<file path="config.mk">
export PLATFORM = sky130hd
export DESIGN_NAME = svi_chan_override_flat
export DESIGN_NICKNAME = d
export VERILOG_FILES = /design/src/rtl/svi_chan_pkg.sv /design/src/rtl/I_chan.sv /design/src/rtl/svi_ovr_timer.sv /design/src/rtl/svi_chan_override.sv /design/src/flat_wrapper.sv
export SDC_FILE = /design/constraint.sdc
export NUM_CORES = 1
export LEC_CHECK = 0
export CORE_AREA = 2 2 97 99
export CTS_BUF_LIST = sky130_fd_sc_hd__clkbuf_8
export DETAILED_ROUTE_END_ITERATION = 6
export DIE_AREA = 0 0 99 101
export DONT_BUFFER_PORTS = 1
export PLACE_DENSITY = 0.8
export SLEW_MARGIN = 20
export SYNTH_ARGS = -nofsm -noshare
export SYNTH_HDL_FRONTEND = slang
export SYNTH_SLANG_ARGS = --single-unit
</file>
<file path="constraint.sdc">
create_clock -name i_clk -period 6.05 [get_ports i_clk]
set_clock_uncertainty 0.1 [all_clocks]
set_input_delay 1.21 -clock i_clk [delete_from_list [all_inputs] [get_ports i_clk]]
set_output_delay 1.21 -clock i_clk [all_outputs]
set_load 0.1 [all_outputs]
</file>
<file path="src/rtl/svi_chan_pkg.sv">
// Shared types, default sizes and the keyed-sum helper for the SVI channel override block.
package svi_chan_pkg;

    localparam int SVI_W     = 8;
    localparam int SVI_N     = 4;
    localparam int SVI_CNT_W = 8;
    localparam logic [SVI_W-1:0] SVI_KEY = 8'h04;

    typedef logic [SVI_W-1:0]     data_t;
    typedef logic [SVI_CNT_W-1:0] cnt_t;

    // 32-bit container so any W up to 32 can share it; callers truncate to W, which drops the carry.
    function automatic logic [31:0] key_sum(input logic [31:0] z, input logic [31:0] y,
                                            input logic [31:0] key);
        return (z ^ key) + (y ^ key);
    endfunction

endpackage

</file>
<file path="src/rtl/I_chan.sv">
// SVI operand bundle: one (z,y) pair per channel. P1 is the consumer view, P2 the producer view.
interface I_chan #(
    parameter int W = 8,
    parameter int N = 4
);
    logic [N-1:0][W-1:0] z;
    logic [N-1:0][W-1:0] y;

    modport P1 (input  z, input  y);
    modport P2 (output z, output y);
endinterface

</file>
<file path="src/rtl/svi_ovr_timer.sv">
// Per-channel override slot: load/decrement timer plus held value.
// SVI_OVR_XPROP_EN adds a latched X-request bit that turns the value into all-X while active.
module svi_ovr_timer #(
    parameter int W     = 8,
    parameter int CNT_W = 8
) (
    input  logic             clk,
    input  logic             srst,
    input  logic             we,
    input  logic [CNT_W-1:0] len,
    input  logic [W-1:0]     data,
    input  logic             x,
    output logic             active,
    output logic [W-1:0]     value
);
    logic [CNT_W-1:0] cnt_q;
    logic [W-1:0]     ovr_q;

    // A write wins over the decrement, so a reload restarts the full length.
    always_ff @(posedge clk) begin
        if (srst) begin
            cnt_q <= '0;
            ovr_q <= '0;
        end else if (we) begin
            cnt_q <= len;
            ovr_q <= data;
        end else if (cnt_q != '0) begin
            cnt_q <= cnt_q - CNT_W'(1);
        end
    end

    assign active = (cnt_q != '0);

`ifdef SVI_OVR_XPROP_EN
    logic x_q;

    always_ff @(posedge clk) begin
        if (srst)    x_q <= 1'b0;
        else if (we) x_q <= x;
    end

    assign value = x_q ? {W{1'bx}} : ovr_q;
`else
    logic unused_x;
    assign unused_x = x;
    assign value    = ovr_q;
`endif

endmodule

</file>
<file path="src/rtl/svi_chan_override.sv">
// N-channel keyed adder with one-entry output registers and a timed per-channel output override.
// Optional SVI_OVR_XPROP_EN lets an override drive X on its channel.
module svi_chan_override
    import svi_chan_pkg::*;
#(
    parameter int W     = SVI_W,
    parameter int N     = SVI_N,
    parameter int CNT_W = SVI_CNT_W,
    parameter logic [W-1:0] KEY = W'(SVI_KEY),
    localparam int CH_W = (N > 1) ? $clog2(N) : 1
) (
    input  logic             i_clk,
    input  logic             i_srst,
    I_chan.P1                u_I,
    input  logic [N-1:0]     i_valid,
    output logic [N-1:0]     o_ready,
    output logic [N-1:0]     o_valid,
    input  logic [N-1:0]     i_ready,
    output logic [N*W-1:0]   o_data,
    input  logic             i_ovr_we,
    input  logic [CH_W-1:0]  i_ovr_ch,
    input  logic [W-1:0]     i_ovr_data,
    input  logic [CNT_W-1:0] i_ovr_len,
    input  logic             i_ovr_x,
    output logic [N-1:0]     o_ovr_active
);

    for (genvar c = 0; c < N; c++) begin : g_ch
        logic [W-1:0] data_q;
        logic [W-1:0] sum;
        logic [W-1:0] ovr_val;
        logic         valid_q;
        logic         act;
        logic         ovr_we;

        assign sum        = W'(key_sum(32'(u_I.z[c]), 32'(u_I.y[c]), 32'(KEY)));
        assign o_ready[c] = !valid_q || i_ready[c];

        always_ff @(posedge i_clk) begin
            if (i_srst) begin
                valid_q <= 1'b0;
                data_q  <= '0;
            end else if (o_ready[c]) begin
                valid_q <= i_valid[c];
                if (i_valid[c]) data_q <= sum;
            end
        end

        // Channel numbers >= N never match, so out-of-range writes fall on the floor.
        assign ovr_we = i_ovr_we && (i_ovr_ch == CH_W'(c));

        svi_ovr_timer #(.W(W), .CNT_W(CNT_W)) u_tmr (
            .clk    (i_clk),
            .srst   (i_srst),
            .we     (ovr_we),
            .len    (i_ovr_len),
            .data   (i_ovr_data),
            .x      (i_ovr_x),
            .active (act),
            .value  (ovr_val)
        );

        // Override only masks the data; the handshake keeps running underneath.
        assign o_valid[c]        = valid_q;
        assign o_ovr_active[c]   = act;
        assign o_data[c*W +: W]  = act ? ovr_val : data_q;
    end

endmodule

</file>
<file path="src/flat_wrapper.sv">
// flat-port wrapper written by rule: the top's interface ports become plain ports
module svi_chan_override_flat import svi_chan_pkg::*;
#(
    parameter int W     = SVI_W,
    parameter int N     = SVI_N,
    parameter int CNT_W = SVI_CNT_W,
    parameter logic [W-1:0] KEY = W'(SVI_KEY),
    localparam int CH_W = (N > 1) ? $clog2(N) : 1
)
  (i_clk, i_srst, i_valid, o_ready, o_valid, i_ready, o_data, i_ovr_we, i_ovr_ch, i_ovr_data, i_ovr_len, i_ovr_x, o_ovr_active, u_I_z, u_I_y);
  I_chan #(.W(W), .N(N)) u_I_i ();
  input  logic i_clk;
  input  logic i_srst;
  input  logic [N-1:0] i_valid;
  output logic [N-1:0] o_ready;
  output logic [N-1:0] o_valid;
  input  logic [N-1:0] i_ready;
  output logic [N*W-1:0] o_data;
  input  logic i_ovr_we;
  input  logic [CH_W-1:0] i_ovr_ch;
  input  logic [W-1:0] i_ovr_data;
  input  logic [CNT_W-1:0] i_ovr_len;
  input  logic i_ovr_x;
  output logic [N-1:0] o_ovr_active;
  input wire logic [$bits(u_I_i.z)-1:0] u_I_z;
  input wire logic [$bits(u_I_i.y)-1:0] u_I_y;
  assign u_I_i.z = u_I_z;
  assign u_I_i.y = u_I_y;
  svi_chan_override #(.W(W), .N(N), .CNT_W(CNT_W), .KEY(KEY)) u_core (.i_clk(i_clk), .i_srst(i_srst), .u_I(u_I_i), .i_valid(i_valid), .o_ready(o_ready), .o_valid(o_valid), .i_ready(i_ready), .o_data(o_data), .i_ovr_we(i_ovr_we), .i_ovr_ch(i_ovr_ch), .i_ovr_data(i_ovr_data), .i_ovr_len(i_ovr_len), .i_ovr_x(i_ovr_x), .o_ovr_active(o_ovr_active));
endmodule
</file>
=== Word-level counts from Yosys, hierarchy flattened ===
Cells that the tools add are included.
W data, S select, Z words.

* Add/subtract/negate cells: 8
* Eq/ne operators: 3
* Mux-type cells: 12
* Bitwise operators: 8
* Reduce and logical (&&, ||, !) cells: 25

{| class="wikitable"
|+ Operators with widths
! operator !! number
|-
| $mux W8 || 12
|-
| $add A8 B8 Y8 || 4
|-
| $reduce_bool A8 Y1 || 4
|-
| $sub A8 B1 Y8 const B || 4
|-
| $not A1 Y1 || 8
|-
| $reduce_and A2 Y1 || 4
|-
| $reduce_bool A2 Y1 || 4
|-
| $eq A2 B2 Y1 const B || 2
|-
| $logic_and A1 B1 Y1 || 4
|-
| $logic_not A1 Y1 || 4
|-
| $logic_or A1 B1 Y1 || 4
|-
| $eq A2 B1 Y1 const B || 1
|-
| $logic_not A2 Y1 || 1
|}

* Bits in registers: 100
* Input bits: 94
* Output and inout bits: 44
* Word-level logic and storage cells: 72

=== Longest topological paths before layout ===
* Depth after elaboration: 3
* Gate-level depth with buffers: 9
* Gate-level depth less buffers: 8

=== Cells and area by module ===
Synthesis repeated with hierarchy kept, for this count alone.

* Cells, all modules: 730
* Area total of the unflattened synthesis: 6,364.9 µm²

{| class="wikitable"
|+ By module, submodules not included
! module !! instances !! cells each !! area each (µm²) !! sequential area each (µm²)
|-
| svi_chan_override || 1 || 390 || 3,241.9 || 720.7
|-
| svi_ovr_timer || 4 || 85 || 780.7 || 320.3
|}

=== Worst setup path before layout ===
Ideal clock, no wire load.

* Kind: reg-to-output
* Start point: register u_core.g_ch[2].u_tmr.cnt_q[0]
* End point: output o_data[19]
* Arrival time: 2,277 ps
* Data required time: 4,740 ps
* Path slack: 2,463 ps
* Stages on the path, launching flop included: 9
* Path buffers: 2
* Path through: dfxtp_1 > inv_1 > ha_1 > or3b_4 > or3_4 > or3_1 > buf_6 > buf_6 > mux2_4

* Word-level cells in the longest chain between the ends: 2

{| class="wikitable"
|+ RTL lines
! what !! RTL line !! RTL
|-
| start: declaration || svi_ovr_timer.sv:16 || <nowiki>logic [CNT_W-1:0] cnt_q;</nowiki>
|-
| start signal: assignment || svi_ovr_timer.sv:25 || <nowiki>cnt_q <= len;</nowiki>
|-
| start signal: assignment || svi_ovr_timer.sv:28 || <nowiki>cnt_q <= cnt_q - CNT_W'(1);</nowiki>
|-
| $reduce_bool A8 Y1 || svi_ovr_timer.sv:32 || <nowiki>assign active = (cnt_q != '0);</nowiki>
|-
| net u_core.g_ch[2].act || svi_chan_override.sv:33 || <nowiki>logic act;</nowiki>
|-
| $mux W8 || svi_chan_override.sv:66 || <nowiki>assign o_data[c*W +: W] = act ? ovr_val : data_q;</nowiki>
|-
| end: declaration || flat_wrapper.sv:18 || <nowiki>output logic [N*W-1:0] o_data;</nowiki>
|}

The timed path passes the listed nets, and every way through them passes these cells.

=== Worst setup path in the final report ===
* Start point: register u_core.g_ch[2].u_tmr.cnt_q[1]
* End point: output o_data[18]

* Word-level cells in the longest chain between the ends: 2

{| class="wikitable"
|+ RTL lines
! what !! RTL line
|-
| $reduce_bool A8 Y1 || svi_ovr_timer.sv:32
|-
| $mux W8 || svi_chan_override.sv:66
|}

No other way between the ends.

==> impl_metrics.toml <==
[layout]
final_cell_mix = "nand2_1, dfxtp_1, a21oi_1, inv_1, nor2_1"
diodes = 0
multi_input_area_sq_um = 3377
layout_commonest_cell = "nand2_1"
fillers = 728
seq_area_sq_um = 2002
layout-drive-gt1-share = 0.08931
nets = 810
fin_util = 0.6606
areaGrowthSynthToFinish_pct = 3.561
stdcell_count = 794

[drt]
antenna_left = 0
wl_per_cell_um = 16.57
drt_first_pass_iters = 5
met1_length_mm = 5.610
routed.top_layer = "met4"
drc_errors = 0
routed-wl-met2_mm = 6.343
dr_total_vias = 4830
drt-total-wl_mm = 13.16
drt_iter0_drc = 255
post_drt_via_cell_ratio = 6.083
route.met3.wl_um = 883

[synthesis]
ys_types = 49
yosysWarnings = 0
netlist.area_leader.share = 0.3496
synth_seq_cells = 100
synth_cells = 709
postSynthAreaPerCell_sq_um = 8.077
ys_seq_area_frac = 0.3496
synth_top_cell_by_area = "dfxtp_1"
synth_nets = 839
synth_area_sq_um = 5727
synthTopCellsByArea = "dfxtp_1, nand2_1, ha_1, a21oi_1, mux2_2"

[worst_setup_path]
cp_max_fo = 15
r2r_setup_slack_ps = 2890
critPathKind = "reg -> out"
end_kind = "primary output"
slowest_delay_ps = 640
setup.worst_path.start_class = "flop"
crit_chain = "inv_1, ha_1, or3b_4, or3_4, or3_1, buf_4, mux2_2"
crit_path_top_delay_cell = "mux2_2"
cp.required_ps = 4740
r2r_end = "u_core.g_ch[3].data_q[6]"
reg2reg_depth = 5
r2r_start = "u_core.g_ch[3].valid_q"
critical_path_arrival_ps = 2970

[timing]
setup_viol = 0
rsz0062_at_grt = "false"
fmax_mhz = 233.4
min_period_ps = 4285
final_min_period_over_clock_period = 0.7082
relSlewSlack = 0.2560
finalHoldViolCount = 0
tns_ps = 0
tightestPinTransition_ps = 1116
drv_slew = 0

[die]
die_x_um = 99
die_h_um = 101
dieArea_sq_um = 9999
core_region_area_sq_um = 8977
initial_core_util = 0.6379
num_rows = 35
ios = 138

[cts]
cts_sinks = 100
ctsResizeCount = 0
cts_setup_buffers = 0
htree_levels = 3
cts_hold_buf = 0
clk_pin_slew_ps = 100
cts_buffers = 9
tritoncts = "built"
cts_buffer_depth = 2
worstSkewPairLatency_ps = 350
cts_root_buf = "clkbuf_8"

[placed_design]
dp_hpwl_mm = 9.570
placed_cells = 780
place.gp.congestion = 0.8854
io_buffers = 0

[power_and_ir_drop]
peakVddDrop_v = 0.0001847
leakage_nw = 2.417
p_per_area_nw_per_um2 = 439.6

[global_routing]
grt_start_max_net_pins = 97
grt_pass1_vias = 4506
grt_remaining_overflow = 0
grt_use_total = 0.2611
grt_pass1_wl_mm = 21.25
grt_antenna_before_repair = 0

[run]
max_cap_violations = 0

[status]
status = "completed"

[min_path]
hp-class = "reg -> reg"
min_path_cells = 2
hold_start = "u_core.g_ch[3].u_tmr.value[1]"
worstHoldEndpoint = "u_core.g_ch[3].u_tmr.value[1]"
## cell usage after synthesis, drive strengths merged
cell type and n:
or2 2, a211oi 14, or4b 1, o21ai 26, inv 37, ha 32
nand3b 2, a21o 4, o21a 2, nor3b 2, or4 4, a311o 1
o31ai 7, nand2b 8, nor4b 10, xor2 10, and4 1, a21boi 3
xnor2 20, dfxtp 100, nor2b 8, and2 4, o31a 1, o22ai 11
nand2 122, nor4 5, mux2i 6, a311oi 1, or3 6, nand3 25
fa 4, clkbuf 26, nor3 24, and3 1, nor2 35, a21oi 77
o311ai 3, mux2 34, or3b 3, a31oi 8, buf 19
## power breakdown
part           leakage [nW]  total [W]  switching (W)  internal, W
clock network         0.118   0.000505       0.000222     0.000283
logic                  1.48    0.00124       0.000832     0.000403
registers             0.822   0.000867       0.000101     0.000766
total                  2.42    0.00261        0.00116      0.00145
## worst max-delay path by stage
| stage | startpoint | slack (ps) | to | cells past startpoint |
|---|---|---|---|---|
| after floorplan | u_core.g_ch[2].u_tmr.cnt_q[0] | 2460 | o_data[19] | 8 |
| after global placement | u_core.g_ch[2].u_tmr.cnt_q[0] | 2220 | o_data[18] | 7 |
| after detailed placement | u_core.g_ch[2].u_tmr.cnt_q[1] | 2170 | o_data[18] | 7 |
| after CTS | u_core.g_ch[2].u_tmr.cnt_q[1] | 1750 | o_data[18] | 7 |
| after global routing | u_core.g_ch[2].u_tmr.cnt_q[1] | 1680 | o_data[18] | 7 |
| final | u_core.g_ch[2].u_tmr.cnt_q[1] | 1770 | o_data[18] | 7 |
## registers in the layout, summed over array words and instances (netlist names)
name and cells:
u_core.g_ch.valid_q 4, u_core.g_ch.u_tmr.value 32, u_core.g_ch.u_tmr.cnt_q 32, u_core.g_ch.data_q 32
## critical path, delay by kind of cell (launching register included)
family	cells	cell delay, ps
adder cells (fa/ha/maj)	1	180
buffers and inverters	2	390
flip-flops	1	340
multiplexers	1	640
AND/OR/NAND/NOR	3	1060
## cells by family after synthesis
logic type,after synthesis,share of synthesized area
AND/OR/NAND/NOR,263,0.2178
AO/OA/AOI/OAI,158,0.1606
flip-flops,100,0.3496
buffers and inverters,82,0.06161
multiplexers,40,0.08062
adder cells (fa/ha/maj),36,0.08390
XOR/XNOR,30,0.04588
## through the flow
stage          power (W)  hold slack [ps]  cell area [sq um]  setup WS (ps)
2_1_floorplan   0.002002            329.4               5727           2463
3_3_place_gp    0.002067            332.3               5694           2216
3_5_place_dp    0.002104            340.5               5694           2170
4_1_cts         0.002610            352.7               5931           1752
5_1_grt         0.002748            373.1               5931           1684
6_report        0.002607            352.5               5931           1765
## cell type report
| type | count | area share |
|---|---|---|
| Timing Repair Buffer | 5 | 0.006329 |
| Sequential cell | 100 | 0.3376 |
| Tap cell | 111 | 0.02342 |
| Inverter | 37 | 0.02342 |
| Multi-Input combinational cell | 527 | 0.5694 |
| Clock buffer | 10 | 0.02321 |
| Clock inverter | 4 | 0.01667 |
## routing by layer
layer  vias up  global-route usage
li1       2405                   -
met5         -                   0
met3        27             0.05548
met1      2250              0.3364
met2       148              0.4293
met4         0              0.1033
Note: power is estimated with default switching activity, not from simulation.
==> RTL edit, RTL diff (same flow settings) <==
Build with the macro `SVI_OVR_XPROP_EN` defined.
--- a/src/rtl/svi_ovr_timer.sv
+++ b/src/rtl/svi_ovr_timer.sv
@@ -2,2 +2,4 @@
 // SVI_OVR_XPROP_EN adds a latched X-request bit that turns the value into all-X while active.
+`define SVI_OVR_XPROP_EN
+
 module svi_ovr_timer #(
Check against the original RTL: not equivalent (Yosys sat finds a counterexample within 4 cycles, from zero or initial values and one cycle with i_srst high).
==> RTL edit against the unedited design <==
  * Worst setup slack lost 0.73 ns
  * Synthesized area shrank 0.35%
  * Sequential cell count is the same
  * Count of clock-buffer cells in the layout shrank 1
  * Wire length grew 1.1%
  * Cell area shrank 1.1%
  * Total power shrank 1.7%
  * Largest power group unchanged
  * Final cell count grew 2.5%
==> RTL edit: results (changes against the unedited design) <==
{
  "status": {"value": "finished clean"},
  "met3_usage": {"value": 0.0534, "change": "-0.00208"},
  "critical-path-slowest-cell": {"value": "inv_1"},
  "pre_cts_slack": {"value": 1.43, "unit": "ns", "change": "-0.735 ns"},
  "placedCellCount": {"value": 798, "change": "+2.3%"},
  "ys_seq_area_frac": {"value": 0.351, "change": "+0.00123"},
  "synth.avg_cell_area": {"value": 7.82, "unit": "um2", "change": "-3.2%"},
  "power_drawn_by_the_sequential_cells": {"value": 0.874, "unit": "mW", "change": "+0.8%"},
  "synthDistinctLibCells": {"value": 47, "change": "-4.1%"},
  "largest_cells_by_area_after_synthesis": {"value": "dfxtp_1 (35%), nand2_1 (9.6%), ha_1 (7.0%), a21oi_1 (6.6%), mux2_2 (4.7%)"},
  "met3WireLength": {"value": 964, "unit": "um", "change": "+9.2%"},
  "num-clock-buffers": {"value": 9, "change": "-1"},
  "total_leakage_power": {"value": 2.37, "unit": "nW", "change": "-2.0%"},
  "irDropWorstVdd": {"value": 184, "unit": "uV", "change": "-0.43%"},
  "nonClockBufferCount": {"value": 2, "change": "-3"},
  "combinationalPowerShare": {"value": 0.478, "change": "+0.004"},
  "count_of_placed_standard_cells_in_the_final_layout_fillers_left_out": {"value": 814, "change": "+2.5%"},
  "timing.hold.worst_endpoint": {"value": "u_core.g_ch[1].data_q[0]"},
  "route.met2.wl": {"value": 6110, "unit": "um", "change": "-3.6%"},
  "power.internal": {"value": 1.33, "unit": "mW", "change": "-8.4%"},
  "gr-usage-met2": {"value": 0.423, "change": "-0.00676"},
  "clock_latency": {"value": 0.38, "unit": "ns", "change": "+0.03 ns"},
  "worst_r2r_endpoint": {"value": "u_core.g_ch[1].data_q[6]"},
  "worst-path-max-fanout": {"value": 13, "change": "-2"},
  "fill_cells": {"value": 800, "change": "+9.9%"},
  "crit-reg2reg-launch": {"value": "u_core.g_ch[1].valid_q"},
  "grt_pass1_wl": {"value": 21100, "unit": "um", "change": "-0.59%"},
  "hpwlAfterDp": {"value": 9800, "unit": "um", "change": "+2.4%"},
  "drt_iter0_drc": {"value": 307, "change": "+20%"},
  "post_drt_via_cell_ratio": {"value": 6.11, "change": "+0.45%"},
  "grt_pass1_vias": {"value": 4545, "change": "+0.87%"},
  "power_density_of_the_placed_cells": {"value": 437, "unit": "mW/mm2", "change": "-0.61%"}
}
==> RTL edit: how the worst max path moves through the flow <==
stage / from / endpoint / slack (ns) / cells past startpoint
after floorplan: u_core.g_ch[2].u_tmr.cnt_q[0] / o_data[16] / 2.65 / 7
after global placement: u_core.g_ch[2].u_tmr.cnt_q[0] / o_data[23] / 1.53 / 7
after detailed placement: u_core.g_ch[2].u_tmr.cnt_q[0] / o_data[21] / 1.43 / 7
after CTS: u_core.g_ch[2].u_tmr.cnt_q[0] / o_data[21] / 1.02 / 7
after global routing: u_core.g_ch[2].u_tmr.cnt_q[0] / o_data[21] / 0.83 / 7
final: u_core.g_ch[2].u_tmr.cnt_q[0] / o_data[21] / 1.03 / 7
==> RTL edit: logic make-up after synthesis <==
logic type	after synthesis	synth area share
AND/OR/NAND/NOR	296	0.243
AO/OA/AOI/OAI	165	0.169
flip-flops	100	0.351
buffers and inverters	78	0.0579
adder cells (fa/ha/maj)	36	0.0842
XOR/XNOR	28	0.0430
multiplexers	27	0.0526
